`src/rtl/ttl_pulse_train.sv`:
```
// ttl_pulse_train: tagged-command driven TTL pulse-train generator with override and drop reporting.
// Revision 1.0
`default_nettype none

module ttl_pulse_train #(
  parameter logic [15:0] DEST_VAL = 16'h0
) (
  input  logic         clk,
  input  logic         reset,
  input  logic         counter_matched,
  input  logic [127:0] gpo_in,
  input  logic         override_en,
  input  logic [7:0]   override_value,
  output logic         output_pulse_0,
  output logic         output_pulse_1,
  output logic         output_pulse_2,
  output logic         output_pulse_3,
  output logic         output_pulse_4,
  output logic         output_pulse_5,
  output logic         output_pulse_6,
  output logic         output_pulse_7,
  output logic         busy,
  output logic         done,
  output logic         busy_error,
  output logic [127:0] error_data,
  output logic         overrided
);

  localparam logic [1:0] ST_IDLE = 2'd0;
  localparam logic [1:0] ST_HIGH = 2'd1;
  localparam logic [1:0] ST_LOW  = 2'd2;

  logic [1:0]   state_q, state_d;
  logic [31:0]  phase_q, phase_d;
  logic [15:0]  pulses_q, pulses_d;
  logic [31:0]  high_q, high_d;
  logic [31:0]  low_q, low_d;
  logic [7:0]   mask_q, mask_d;
  logic [7:0]   lines_q, lines_d;
  logic         done_q, done_d;
  logic         berr_q, berr_d;
  logic [127:0] err_q, err_d;
  logic         ovr_q;

  logic [15:0]  w_dest;
  logic [15:0]  w_count;
  logic [31:0]  w_low_eff;
  logic [31:0]  w_high_eff;
  logic         w_accept;

  assign w_dest     = gpo_in[127:112];
  assign w_count    = gpo_in[87:72];
  assign w_low_eff  = (gpo_in[71:40] == 32'd0) ? 32'd1 : gpo_in[71:40];
  assign w_high_eff = (gpo_in[39:8]  == 32'd0) ? 32'd1 : gpo_in[39:8];
  assign w_accept   = counter_matched && (w_dest == DEST_VAL);

  always_comb begin
    state_d  = state_q;
    phase_d  = phase_q;
    pulses_d = pulses_q;
    high_d   = high_q;
    low_d    = low_q;
    mask_d   = mask_q;
    done_d   = 1'b0;
    berr_d   = 1'b0;
    err_d    = err_q;

    case (state_q)
      ST_IDLE: begin
        if (w_accept && (w_count != 16'd0)) begin
          state_d  = ST_HIGH;
          mask_d   = gpo_in[7:0];
          high_d   = w_high_eff;
          low_d    = w_low_eff;
          pulses_d = w_count;
          phase_d  = w_high_eff - 32'd1;
        end
      end
      ST_HIGH: begin
        if (phase_q == 32'd0) begin
          // Last high phase ends the train directly; no trailing low phase.
          if (pulses_q <= 16'd1) begin
            state_d  = ST_IDLE;
            pulses_d = 16'd0;
            done_d   = 1'b1;
          end else begin
            state_d  = ST_LOW;
            pulses_d = pulses_q - 16'd1;
            phase_d  = low_q - 32'd1;
          end
        end else begin
          phase_d = phase_q - 32'd1;
        end
      end
      ST_LOW: begin
        if (phase_q == 32'd0) begin
          state_d = ST_HIGH;
          phase_d = high_q - 32'd1;
        end else begin
          phase_d = phase_q - 32'd1;
        end
      end
      default: state_d = ST_IDLE;
    endcase

    if (w_accept && (state_q != ST_IDLE)) begin
      berr_d = 1'b1;
      err_d  = gpo_in;
    end

    lines_d = override_en ? override_value : ((state_d == ST_HIGH) ? mask_d : 8'h00);
  end

  always_ff @(posedge clk) begin
    if (reset) begin
      state_q  <= ST_IDLE;
      phase_q  <= 32'd0;
      pulses_q <= 16'd0;
      high_q   <= 32'd0;
      low_q    <= 32'd0;
      mask_q   <= 8'h00;
      lines_q  <= 8'h00;
      done_q   <= 1'b0;
      berr_q   <= 1'b0;
      err_q    <= 128'd0;
      ovr_q    <= 1'b0;
    end else begin
      state_q  <= state_d;
      phase_q  <= phase_d;
      pulses_q <= pulses_d;
      high_q   <= high_d;
      low_q    <= low_d;
      mask_q   <= mask_d;
      lines_q  <= lines_d;
      done_q   <= done_d;
      berr_q   <= berr_d;
      err_q    <= err_d;
      ovr_q    <= override_en;
    end
  end

  assign output_pulse_0 = lines_q[0];
  assign output_pulse_1 = lines_q[1];
  assign output_pulse_2 = lines_q[2];
  assign output_pulse_3 = lines_q[3];
  assign output_pulse_4 = lines_q[4];
  assign output_pulse_5 = lines_q[5];
  assign output_pulse_6 = lines_q[6];
  assign output_pulse_7 = lines_q[7];
  assign busy           = (state_q != ST_IDLE);
  assign done           = done_q;
  assign busy_error     = berr_q;
  assign error_data     = err_q;
  assign overrided      = ovr_q;

endmodule

`default_nettype wire

```
`config.mk`:
```
export PLATFORM = sky130hd
export DESIGN_NAME = ttl_pulse_train
export DESIGN_NICKNAME = d
export VERILOG_FILES = /design/src/rtl/ttl_pulse_train.sv
export SDC_FILE = /design/constraint.sdc
export NUM_CORES = 1
export LEC_CHECK = 0
export CAP_MARGIN = 20
export CORE_MARGIN = 2
export CORE_UTILIZATION = 49
export DETAILED_ROUTE_END_ITERATION = 7
export GPL_TIMING_DRIVEN = 0
export PLACE_DENSITY = 0.84
export RECOVER_POWER = 50
export SKIP_LAST_GASP = 1
export SLEW_MARGIN = 20
export SYNTH_ARGS = -nofsm -noshare
export SYNTH_HDL_FRONTEND = slang
export SYNTH_SLANG_ARGS = --single-unit
```
`constraint.sdc`:
```
create_clock -name clk -period 13.6 [get_ports clk]
set_input_delay 3.4 -clock clk [delete_from_list [all_inputs] [get_ports clk]]
set_output_delay 3.4 -clock clk [all_outputs]
set_load 0.02 [all_outputs]
```
# ---- Yosys cells after proc, flatten, opt, wreduce, memory -nomap -nowiden
# Cells that the tools add are included.
dict set report word_totals {
  ff_bits 261
  in_bits 140
  output_inout_bits 140
  wordCells 63
}
dict set report op_classes {
  addsub 5
  magnitude_cmp 1
  eq_ne 6
  mux 22
  bitwise_logic 2
  n_reduce_logical 16
}
# op n
set op_table {}
lappend op_table {{$mux 32} 6}
lappend op_table {{$sub 32x1->32 const B} 4}
lappend op_table {{$logic_not 32->1} 3}
lappend op_table {{$pmux 32 s3} 1}
lappend op_table {{$mux 16} 3}
lappend op_table {{$mux 8} 4}
lappend op_table {{$pmux 16 s2} 1}
lappend op_table {{$le 16x1->1 const B} 1}
lappend op_table {{$logic_not 16->1} 1}
lappend op_table {{$reduce_bool 16->1} 1}
lappend op_table {{$sub 16x1->16 const B} 1}
lappend op_table {{$mux 2} 4}
lappend op_table {{$pmux 2 s3} 1}
lappend op_table {{$reduce_and 3->1} 2}
lappend op_table {{$eq 2x1->1 const B} 2}
lappend op_table {{$ne 2x2->1 const B} 2}
lappend op_table {{$reduce_bool 2->1} 2}
lappend op_table {{$logic_and 1x1->1} 3}
lappend op_table {{$ne 3x3->1 const B} 1}
lappend op_table {{$reduce_bool 3->1} 1}
lappend op_table {{$reduce_or 3->1} 1}
lappend op_table {{$eq 2x2->1 const B} 1}
lappend op_table {{$logic_not 2->1} 1}
lappend op_table {{$mux 1} 2}
lappend op_table {{2 further kinds} 3}

# ---- Depth between registers and ports, before layout
dict set report depth {
  depth_word 8
  depth_mapped 14
  depth_no_buf 12
}

# ---- Worst setup path after synthesis
# Ideal clock, no wire load.
dict set report synth_timing {
  kind {in2reg}
  from {input port gpo_in[15]}
  to {register phase_q[24]}
  setup_ps 120
  arrival_time_ps 6687
  required_time_ps 13480
  slack_ps 6793
  path_stages 14
  path_buffers 2
  path_cell_list {clkbuf_1 nor4_1 and3_1 clkbuf_1 nand4_1 nor2b_1 ha_1 or4b_2 nor3_1 nand2_1 or3_1 xor2_1 o21ai_0 o31a_1}
}
dict set report synth_via {
  elab_chain_len 5
}
# item line_no
set synth_rtl {}
lappend synth_rtl {{from (decl)} 11} ;# input logic [127:0] gpo_in,
lappend synth_rtl {{$logic_not 32->1} 54} ;# assign w_high_eff = (gpo_in[39:8] == 32'd0) ? 32'd1 : gpo_in[39:8];
lappend synth_rtl {{$mux 32 *} 54}
lappend synth_rtl {{$sub 32x1->32 *} 76} ;# phase_d = w_high_eff - 32'd1;
lappend synth_rtl {{$mux 32 *} 70} ;# if (w_accept && (w_count != 16'd0)) begin
lappend synth_rtl {{$pmux 32 s3 *} 68} ;# case (state_q)
lappend synth_rtl {{to (signal assigned)} 129} ;# phase_q <= phase_d;
lappend synth_rtl {{to (decl)} 34} ;# logic [31:0] phase_q, phase_d;
# Mark *: on every way between the ends. The rest lies on a longest branch, timed or not. The select of a mux whose other input is x is not followed.
# A chain may end at the register's enable or synchronous reset.

# ---- Final worst setup path
dict set report layout_timing {
  from {input port gpo_in[10]}
  to {register phase_q[24]}
}
# Same word-level chain as after synthesis.

==> results.toml <==
[outcome]
status = "completed"

[logic_synthesis]
synthDistinctLibCells = 70
synthCells = 1688
synthTopCellsByArea = "dfxtp_1 41%, nand2_1 13%, a21oi_1 8.6%"
synth_top_area_share = 0.409
synth_largest_area_cell = "dfxtp_1"
syn_area_um2 = 12800
synth_edf_count = 0
seq_area_frac_synth = 0.409
synth-main-ff-cell = "dfxtp_1"
async_reset_ff_frac = 0
syn_nets = 1838
synth_seq_cells = 261
syn_avg_cell_area_um2 = 7.58
yosys_warnings = 0

[global_routing]
antenna_found_initial = 1
grt_pass1_vias = 12900
grt_max_degree = 15
grt_pass1_wl_mm = 71.2
overflow = 0
grt_use_total = 0.334

[route]
avgViaCountPerCell = 5.92
drt-total-wl_mm = 47.3
drtPass1Iterations = 6
drtAntennaViolNets = 0
vias = 13900
drcViolationCount = 0
drt_iter0_markers = 1379
wl_per_cell_um = 20.1

[worst_setup_path]
arrival_ns = 8.21
r2r_cells = 11
cp.depth = 14
timing.critical_path.fanout_max = 8
worst_setup_path_end_kind = "register"
cp.required_ns = 14.05
max_stage_delay_ns = 0.67
critPathLaunchType = "input pin"
crit_type = "input pin to register"
cp_num_buf_inv = 2
crit_family = "simple AND/OR/NAND/NOR gates"
cpMaxStageDelayCell = "or4b_2"
path_cells = "clkdlybuf4s50_1, nor3_1, and3_1, clkbuf_1, nand4_1, nor2b_1, ha_1, or4b_2, nor3_2, nand2_1, or3_1, xor2_1, o21ai_0, o31a_1"

[worst_hold_path]
hold_class = "register to register"
whs_path_depth = 2

[sta]
min_period_ns = 7.75
tightestPinTransition_ns = 1.30
max-slew-margin-rel = 0.127
final.setup.tns_ns = 0
hold_viol_final = 0
rsz0062_at_grt = "false"
clock.fmax_mhz = 129
maxSlewViolCount = 0
timing.final.crit_share = 0.570
fin_skew_ns = 0.0120
timing.final.ws_setup_ns = 5.85
setup_violations = 0

[cts]
postCtsSetupBuffers = 0
ctsResizeCount = 0
h-tree-depth = 1
cts_sinks = 261
cts_root_buf = "clkbuf_16"
cts_made_buffers = 28
clockBufferDepth = 3
clk_pin_slew_ns = 0.07
cts_hold_buf = 0
clock_latency_ns = 0.56
cts_tree = "built"

[job]
max_cap_viol_count = 0

[die]
chipHeight_um = 166
rows = 59
die_area_um2 = 27400
core_um2 = 25800
fp.dieW_um = 166
initial_core_util = 0.495
ioPinCount = 280

[pwr]
finalPower_mw = 1.66
p_seq_frac = 0.461
ir_drop_uv = 84.1
p_per_area_nw_per_um2 = 98.1
total_leakage_power_nw = 6.38
p_int_mw = 1.28
p_sw_frac = 0.229
power.net_switching_uw = 380
combPwrFrac = 0.055
clkPwrFrac = 0.484

[layout]
nFillCells = 2255
layout-drive-gt1-share = 0.0343
layout_commonest_cell = "nand2_1"
antenna_cells = 0
multi_input_area_um2 = 7050
layout_common_cells = "434 x nand2_1, 261 x dfxtp_1, 219 x a21oi_1, 141 x dlygate4sd3_1, 133 x clkdlybuf4s50_1"
area_delta_synth_final_pct = 32.4
layout.nets = 2142
regArea_um2 = 5230

[place]
post-dp-hpwl_mm = 35.4
gp_congestion = 1.04
io_buffers = 274
post-place-ws_ns = 5.45
==> stage by stage <==
stage / hold WS, ns / utilization / instances / instance area, µm²
6_report: 0.446 / 0.655 / 2349 / 16900
5_1_grt: 0.464 / 0.655 / 2349 / 16900
4_1_cts: 0.451 / 0.655 / 2349 / 16900
3_5_place_dp: 0.443 / 0.618 / 2297 / 16000
3_3_place_gp: 0.438 / 0.617 / 2297 / 16000
2_1_floorplan: 0.444 / - / 1688 / 12800
==> cell type report <==
class                   instances  share of cell area
multi-input cells            1289               0.417
flip-flops and latches        261               0.309
repair buffers                274               0.162
clock buffers                  37              0.0446
plain buffers                 115              0.0262
well taps                     335              0.0248
clock inverters                15              0.0122
inverters                      23             0.00510
==> power groups by stage <==
stage | Combinational (mW) | Clock [mW] | Sequential (mW)
after CTS | 0.0898 | 0.808 | 0.766
after floorplan | 0.0234 | 0 | 0.784
after detailed placement | 0.0889 | 0 | 0.783
after global placement | 0.0886 | 0 | 0.783
after global routing | 0.0961 | 0.841 | 0.765
final | 0.0906 | 0.804 | 0.766
==> final timing paths <==
kind | from | end | slack (ns)
hold / removal | error_data[10] | error_data[10] | 0.45
setup reg to reg | phase_q[0] | pulses_q[11] | 9.62
setup / recovery | gpo_in[10] | phase_q[24] | 5.85
hold reg to reg | error_data[10] | error_data[10] | 0.45
==> cells in the mapped netlist, types with 5 or more instances <==
cell,instances
a211o_1,6
a211oi_1,9
a21oi_1,219
a22oi_1,15
and2_1,19
buf_1,6
buf_2,7
clkbuf_1,100
dfxtp_1,261
ha_1,10
inv_1,22
mux2i_1,10
nand2_1,434
nand2b_1,8
nand3_1,21
nand3b_1,9
nand4_1,10
nand4b_1,6
nor2_1,83
nor2b_1,5
nor3_1,48
nor4_1,65
o211ai_1,17
o21ai_0,54
o22ai_1,13
o31ai_1,10
o32ai_1,8
o41ai_1,5
or3_1,21
or4_1,17
xnor2_1,66
xor2_1,38
==> tightest hold or removal path, stage by stage, from the launching register on <==
cell	delay (ns)
dfxtp_1	0.30
nand2_1	0.05
a21oi_1	0.05
==> layer usage <==
layer  up-vias  global-route usage  wire, µm
li1       6527                   -         -
met1      6535               0.445     19900
met2       701               0.524     20900
met3       131              0.0692      4450
met4         2               0.144      2110
met5         -                   0         7
==> flip-flops by register name (all words and copies together), names as in the netlist <==
signal and cells:
error_data 128, high_q 32, low_q 32, phase_q 32
pulses_q 16, lines_q 8, mask_q 8, state_q 2
busy_error 1, done 1, overrided 1
==> cells by family (layout without fill, tap and decap cells) <==
family | after synthesis | count (layout) | synth area share
buffers and inverters | 138 | 464 | 0.0416
AOI/OAI and AO/OA | 400 | 400 | 0.187
xor gates and xnor gates | 104 | 104 | 0.0712
muxes | 10 | 10 | 0.00783
DFF | 261 | 261 | 0.409
adders and majority gates | 10 | 10 | 0.00978
and+or+nand+nor | 765 | 765 | 0.274
Power figures use the tool's default switching activity.
